--- config.mk ---
export PLATFORM = sky130hd
export DESIGN_NAME = adquisicion_temp
export DESIGN_NICKNAME = d
export VERILOG_FILES = /design/src/rtl/adquisicion_temp.sv
export SDC_FILE = /design/constraint.sdc
export NUM_CORES = 1
export LEC_CHECK = 0
export CAP_MARGIN = 15
export CORE_ASPECT_RATIO = 1.5
export CORE_MARGIN = 2
export CORE_UTILIZATION = 57
export DETAILED_ROUTE_END_ITERATION = 16
export GPL_TIMING_DRIVEN = 0
export PLACE_DENSITY = 0.76
export SLEW_MARGIN = 20
export SYNTH_ARGS = -nofsm -noshare
export SYNTH_HDL_FRONTEND = slang
export SYNTH_SLANG_ARGS = --single-unit
--- constraint.sdc ---
create_clock -name clk -period 2.5 [get_ports clk]
set_input_delay 0.75 -clock clk [delete_from_list [all_inputs] [get_ports clk]]
set_output_delay 0.75 -clock clk [all_outputs]
set_load 0.02 [all_outputs]
--- src/rtl/adquisicion_temp.sv ---
// Temperature acquisition front-end: periodic SPI mode-0 read of a 12-bit ADC, scaled to 0.1 degC steps.
// Optional 4-sample moving average of good readings when PROMEDIO_EN is defined.
module adquisicion_temp #(
    parameter int DIV_SCLK        = 4,
    parameter int PERIODO_MUESTRA = 1000,
    parameter int FALLOS_MAX      = 3,
    parameter int TEMP_RESET      = 220
) (
    input  logic       clk,
    input  logic       rst,
    input  logic       habilitar,
    output logic       spi_sclk,
    output logic       spi_cs_n,
    input  logic       spi_miso,
    output logic [9:0] temp_salida,
    output logic       temp_valida,
    output logic       sensor_fallo,
    output logic [7:0] muestra_cnt
);

    localparam int DIV_W = $clog2(DIV_SCLK + 1);
    localparam int TIM_W = $clog2(PERIODO_MUESTRA + 1);
    localparam logic [DIV_W-1:0] DIV_FIN  = DIV_W'(DIV_SCLK - 1);
    localparam logic [TIM_W-1:0] TIM_FIN  = TIM_W'(PERIODO_MUESTRA - 1);
    localparam logic [3:0]       FMAX     = 4'(FALLOS_MAX);
    localparam logic [9:0]       TEMP_INI = 10'(TEMP_RESET);

    typedef enum logic [2:0] {
        REPOSO, ESPERA, SELECCION, TRANSFER, CIERRE, PROCESO
    } estado_t;

    estado_t          r_estado;
    logic [DIV_W-1:0] r_div;
    logic [4:0]       r_half;
    logic [TIM_W-1:0] r_timer;
    logic [15:0]      r_shift;
    logic             r_sclk;
    logic             r_cs_n;
    logic [9:0]       r_temp;
    logic             r_valida;
    logic             r_sensor_fallo;
    logic [7:0]       r_cnt;
    logic [3:0]       r_fallos;

    logic [11:0] w_raw;
    logic [9:0]  w_t;
    logic        w_trama_mala;
    logic [3:0]  w_fallos_inc;
    logic [9:0]  w_temp_nueva;

    assign w_raw        = r_shift[11:0];
    assign w_t          = w_raw[11:2];
    assign w_trama_mala = (r_shift[15:12] != 4'd0) || (w_raw == 12'h000) || (w_raw == 12'hFFF);
    assign w_fallos_inc = (r_fallos == FMAX) ? r_fallos : r_fallos + 4'd1;

`ifdef PROMEDIO_EN
    // Only the three previous samples are stored; the incoming t is the fourth term of the sum.
    logic [9:0]  r_win [0:2];
    logic        r_win_lleno;
    logic [11:0] w_suma;
    logic        w_win_carga;

    assign w_win_carga  = (r_estado == PROCESO) && !w_trama_mala;
    assign w_suma       = {2'b00, w_t} + {2'b00, r_win[0]} + {2'b00, r_win[1]} + {2'b00, r_win[2]};
    assign w_temp_nueva = r_win_lleno ? w_suma[11:2] : w_t;

    genvar gi;
    generate
        for (gi = 0; gi < 3; gi++) begin : g_win
            always_ff @(posedge clk) begin
                if (rst) begin
                    r_win[gi] <= 10'd0;
                end else if (w_win_carga) begin
                    if (gi == 0 || !r_win_lleno) begin
                        r_win[gi] <= w_t;
                    end else begin
                        r_win[gi] <= r_win[(gi == 0) ? 0 : gi - 1];
                    end
                end
            end
        end
    endgenerate

    always_ff @(posedge clk) begin
        if (rst) begin
            r_win_lleno <= 1'b0;
        end else if (w_win_carga) begin
            r_win_lleno <= 1'b1;
        end
    end
`else
    assign w_temp_nueva = w_t;
`endif

    always_ff @(posedge clk) begin
        if (rst) begin
            r_estado       <= REPOSO;
            r_div          <= '0;
            r_half         <= 5'd0;
            r_timer        <= '0;
            r_shift        <= 16'd0;
            r_sclk         <= 1'b0;
            r_cs_n         <= 1'b1;
            r_temp         <= TEMP_INI;
            r_valida       <= 1'b0;
            r_sensor_fallo <= 1'b0;
            r_cnt          <= 8'd0;
            r_fallos       <= 4'd0;
        end else begin
            r_valida <= 1'b0;
            if (r_estado != REPOSO) begin
                r_timer <= r_timer + TIM_W'(1);
            end
            case (r_estado)
                REPOSO: begin
                    if (habilitar) begin
                        r_estado <= SELECCION;
                        r_cs_n   <= 1'b0;
                        r_sclk   <= 1'b0;
                        r_div    <= '0;
                        r_timer  <= '0;
                    end
                end
                ESPERA: begin
                    if (!habilitar) begin
                        r_estado <= REPOSO;
                    end else if (r_timer == TIM_FIN) begin
                        r_estado <= SELECCION;
                        r_cs_n   <= 1'b0;
                        r_sclk   <= 1'b0;
                        r_div    <= '0;
                        r_timer  <= '0;
                    end
                end
                SELECCION: begin
                    if (r_div == DIV_FIN) begin
                        r_estado <= TRANSFER;
                        r_div    <= '0;
                        r_half   <= 5'd0;
                        r_sclk   <= 1'b1;
                        r_shift  <= {r_shift[14:0], spi_miso};
                    end else begin
                        r_div <= r_div + DIV_W'(1);
                    end
                end
                TRANSFER: begin
                    // Even half-periods are sclk high, odd ones low; sample when entering a high half.
                    if (r_div == DIV_FIN) begin
                        r_div <= '0;
                        if (r_half == 5'd31) begin
                            r_estado <= CIERRE;
                            r_cs_n   <= 1'b1;
                            r_sclk   <= 1'b0;
                        end else begin
                            r_half <= r_half + 5'd1;
                            r_sclk <= ~r_sclk;
                            if (r_half[0]) begin
                                r_shift <= {r_shift[14:0], spi_miso};
                            end
                        end
                    end else begin
                        r_div <= r_div + DIV_W'(1);
                    end
                end
                CIERRE: begin
                    if (r_div == DIV_FIN) begin
                        r_estado <= PROCESO;
                        r_div    <= '0;
                    end else begin
                        r_div <= r_div + DIV_W'(1);
                    end
                end
                PROCESO: begin
                    r_estado <= habilitar ? ESPERA : REPOSO;
                    if (!w_trama_mala) begin
                        r_temp         <= w_temp_nueva;
                        r_valida       <= 1'b1;
                        r_cnt          <= r_cnt + 8'd1;
                        r_fallos       <= 4'd0;
                        r_sensor_fallo <= 1'b0;
                    end else begin
                        r_fallos       <= w_fallos_inc;
                        r_sensor_fallo <= (w_fallos_inc == FMAX);
                    end
                end
                default: r_estado <= REPOSO;
            endcase
        end
    end

    assign spi_sclk     = r_sclk;
    assign spi_cs_n     = r_cs_n;
    assign temp_salida  = r_temp;
    assign temp_valida  = r_valida;
    assign sensor_fallo = r_sensor_fallo;
    assign muestra_cnt  = r_cnt;

endmodule

Word-level counts from Yosys, hierarchy flattened:

Cells that the tools add are included.

* add/sub/neg operators: 5
* equality and inequality tests: 21
* multiplexer cells: 42
* bitwise operators: 3
* reductions and logical operators: 19

Operator list (count)
* $mux 16: 4
* $mux 10: 4
* $mux 3: 11
* $pmux 16 s2: 1
* $pmux 10 s2: 1
* $ne 2x2->1 const B: 9
* $pmux 3 s6: 1
* $reduce_and 6->1: 3
* $mux 5: 3
* $eq 12x12->1 const B: 1
* $logic_not 12->1: 1
* $mux 1: 11
* $add 10x1->10 const B: 1
* $eq 10x10->1 const B: 1
* $pmux 5 s2: 1
* $eq 3x2->1 const B: 3
* $pmux 3 s3: 1
* $reduce_bool 3->1: 3
* $add 8x1->8 const B: 1
* $eq 4x2->1 const B: 2
* $mux 4: 2
* $reduce_and 4->1: 2
* $reduce_bool 4->1: 2
* $eq 3x3->1 const B: 2
* 16 further kinds: 19

* register bits after elaboration: 63
* output and inout port bits: 22

Depth between registers and ports, before layout:

Gate-level depths: netlist of run 1.

* depth in word-level cells: 5
* gate-level depth with buffers: 8
* mapped depth without buffers: 7

Worst setup path after synthesis of run 1:

Ideal clock, no wire load.

* path type: reg2reg
* start: register r_half[0]
* end: register r_shift[13]
* arrival: 2048 ps
* slack: 325 ps
* stages on the path, launching flop included: 9
* path buffers: 1
* cell sequence: dfxtp_1 ha_1 and3_1 ha_1 and2_1 nor3_2 buf_6 mux2i_1 nor2_1

* longest elaborated chain between the ends: 3

RTL lines
* start, declared: line 34 `logic [4:0] r_half;`
* start signal, assigned: line 155 `r_half <= r_half + 5'd1;`
* $eq 5x5->1: line 150 `if (r_half == 5'd31) begin`
* $ne 2x2->1 (no line)
* $reduce_and 5->1 (no line) *
* end signal, assigned: line 141 `r_shift <= {r_shift[14:0], spi_miso};`
* end signal, assigned: line 158 `r_shift <= {r_shift[14:0], spi_miso};`
* end, declared: line 36 `logic [15:0] r_shift;`

Every way passes the cells marked *; elsewhere a longest branch is shown, timed or not.
A chain may end at the register's enable or synchronous reset.

Worst setup path in the final report of run 1:

* start: register r_half[0]
* end: register r_shift[7]

Same word-level chain as after synthesis.

==> impl_metrics.py, run 1 <==
metrics = {
    "run_status": {
        "outcome": "completed",
    },
    "grt": {
        "overflow": 0,
        "grt_pass1_wl_mm": 12.2,
        "grt_pass1_vias": 2612,
        "grt_max_degree": 11,
        "grt_usage": 0.261,
        "antenna_found_initial": 0,
    },
    "clock_network": {
        "numCtsBuffers": 9,
        "cts_tree": "built",
        "cts_hold_buf": 0,
        "ctsResizeCount": 1,
        "clk_path_buf_depth": 2,
        "clockRootBuffer": "clkbuf_8",
        "clock_sinks": 63,
        "path_clk_slew_ns": 0.07,
        "clk_latency_ns": 0.35,
        "cts_max_level": 3,
        "post_cts.repair.setup_buffers": 0,
    },
    "synthesis": {
        "ys_async_sr_fraction": 0,
        "ys_warn_count": 0,
        "ys_seq_area_frac": 0.409,
        "syn_inst": 354,
        "syn_area_um2": 3090,
        "synth_edf_count": 0,
        "ys_ff_latch": 63,
        "ys.flop_type": "dfxtp_1",
        "avgSynthCellArea_um2": 8.72,
        "syn_nets": 364,
        "ys_types": 58,
    },
    "placement": {
        "dp_slack_ns": -0.000335,
        "dpl.cell_count": 445,
        "place_hpwl_mm": 5.20,
        "place_area_um2": 3400,
        "gp_congestion": 0.924,
        "portBuffers": 23,
    },
    "floorplanning": {
        "initial_core_util": 0.598,
        "num_rows": 32,
        "io_pins": 26,
        "design.die.area_um2": 6030,
        "core-area_um2": 5160,
        "die_h_um": 94.1,
        "chipWidth_um": 64.1,
    },
    "setup_path": {
        "crit_chain": "ha_1, and3_1, ha_1, and2_1, nor3_4, buf_6, mux2i_1, nor2_1",
        "timing.rr.start": "r_half[0]",
        "cp_max_fo": 10,
        "cp-end-kind": "register",
        "cp-start-kind": "register",
        "path_class": "reg -> reg",
        "crit_slowest_cell": "nor3_4",
        "cp.arrival_ns": 2.56,
        "r2r_end": "r_shift[7]",
        "cp_common_cell": "ha_1",
        "rr_worst_depth": 8,
        "reg2reg_slack_ns": 0.16,
        "cpPeakStageDelay_ns": 0.48,
        "worstPathRequired_ns": 2.71,
    },
    "hold_path": {
        "whs_endpoint": "temp_salida[1]",
        "min_path_cells": 2,
        "hold_path_class": "reg -> reg",
        "hold_start": "temp_salida[1]",
    },
    "route": {
        "firstDrtPassIters": 5,
        "drc_errors": 0,
        "finalWirelength_mm": 7.28,
        "final_antenna_net_count": 0,
        "vias": 2749,
        "wire_per_inst_um": 15.8,
        "viasPerCell": 5.98,
        "drtIter0Drc": 212,
    },
    "sta": {
        "fin_ws_ns": 0.156,
        "slew_violations": 0,
        "min_period_ns": 2.34,
        "post-route-period-util": 0.938,
        "hold_violations": 0,
        "rsz0062_at_grt": "no",
        "setup_viol": 0,
        "slew-limit-headroom": 0.402,
        "clock_skew_ns": 0.0121,
        "worst_pin_slew_ns": 0.891,
        "max_freq_ghz": 0.427,
    },
    "layout": {
        "final_common_cell": "dfxtp_1",
        "num_antenna_cells": 0,
        "layout_common_cells": "63 x dfxtp_1, 44 x nor2_1, 33 x nand2_1, 30 x mux2i_1, 23 x clkdlybuf4s50_1",
        "layout.cell_area.non_filler_um2": 3610,
        "drive_gt1_frac": 0.0765,
        "area_growth_pct": 16.8,
        "finalNonFillerCells": 460,
        "nNetsFinal": 398,
    },
    "power_and_ir_drop": {
        "p_leak_nw": 1.20,
        "ir_drop_v": 0.000470,
        "power_density_nw_per_um2": 562,
    },
    "job": {
        "cap_violations": 0,
    },
}
routing by layer:
| layer | GRT usage | up-vias | share of wire |
|---|---|---|---|
| li1 | - | 1370 | - |
| met1 | 0.306 | 1306 | 0.43 |
| met2 | 0.452 | 63 | 0.52 |
| met3 | 0.0588 | 10 | 0.038 |
| met4 | 0.109 | 0 | 0.016 |
| met5 | 0 | - | 0 |
Yosys cell counts (3+ instances only):
cell type | count | area, µm²
nor4_1 | 10 | 62.6
nand4_1 | 13 | 81.3
a31oi_1 | 3 | 18.8
nor3b_1 | 3 | 22.5
buf_2 | 3 | 15.0
or3_1 | 3 | 18.8
and3_1 | 5 | 31.3
or2_2 | 3 | 18.8
nand2_1 | 33 | 124
a21oi_1 | 13 | 65.1
nand2b_1 | 3 | 18.8
inv_1 | 7 | 26.3
a211oi_1 | 3 | 22.5
o31ai_1 | 6 | 45.0
ha_1 | 6 | 75.1
nor4bb_1 | 3 | 30.0
o22ai_1 | 4 | 25.0
nor2_1 | 44 | 165
mux2i_1 | 30 | 300
dfxtp_1 | 63 | 1260
nor2b_1 | 5 | 31.3
clkbuf_1 | 14 | 52.6
o21ai_0 | 13 | 65.1
xnor2_1 | 3 | 26.3
nand3_1 | 9 | 45.0
or4_1 | 3 | 22.5
nor3_1 | 10 | 50.1
cell type report:
class	count	area, µm²
timing repair buffer	23	230
multi-input combinational	264	1710
sequential	63	1260
fill	418	1560
buffer	19	90.1
inverter	8	30.0
tap	68	85.1
clock inverter	3	42.5
clock buffer	12	155
per-stage QoR:
stage	TNS (ns)	util	total power, mW	hold slack [ns]
after floorplan	0	-	1.12	0.441
after global placement	0	0.659	1.14	0.445
after detailed placement	-0.000335	0.659	1.15	0.451
after CTS	0	0.698	2.03	0.462
after global routing	0	0.698	2.09	0.476
final	0	0.698	2.03	0.460
kinds of logic (layout without fill, tap and decap cells):
kind of cell	after synthesis	after routing	share of synthesized area
simple gates	160	160	0.276
buf+inv	27	65	0.0389
compound gates	61	61	0.134
xor+xnor	5	5	0.0142
flops	63	63	0.409
mux	32	32	0.105
fa+ha+maj	6	6	0.0243
where the power goes:
part,total (mW),internal (mW),switching (mW),leakage [nW]
logic,0.108,0.0364,0.0719,0.589
registers,1.02,1.01,0.00527,0.508
clock network,0.903,0.508,0.395,0.0985
total,2.03,1.56,0.472,1.20
worst max-delay path: cells and delay by family (launching register included):
kind,cells,cell delay (ns)
simple gates,4,0.95
fa+ha+maj,2,0.45
flops,1,0.35
buf+inv,1,0.25
mux,1,0.21
registers in the layout, indices dropped and copies added, names as in the netlist:
name,cells
r_div,3
spi_cs_n,1
r_timer,10
r_estado,3
spi_sclk,1
muestra_cnt,8
r_shift,16
temp_salida,10
r_fallos,4
sensor_fallo,1
r_half,5
temp_valida,1
worst max path at each step:
stage                          from     endpoint  slack [ns]  cells after the start
final                     r_half[0]   r_shift[7]        0.16                      8
after global routing      r_half[0]   r_shift[3]        0.04                      8
after CTS                 r_half[0]   r_shift[7]        0.16                      8
after detailed placement  r_half[0]   r_shift[3]     -0.0003                      8
after global placement    r_half[0]  r_shift[13]        0.02                      8
after floorplan           r_half[0]  r_shift[13]        0.32                      8
Power figures use the tool's default switching activity.
==> run 2: changes to the inputs <==
==> constraint.sdc (replaced) <==
create_clock -name clk -period 2.5 [get_ports clk]
set_input_delay 0.75 -clock clk [delete_from_list [all_inputs] [get_ports clk]]
set_output_delay 0.75 -clock clk [all_outputs]
set_load 0.01 [all_outputs]
==> results of run 2 <==
Same layout as run 1 (identical final DEF). Status: completed.
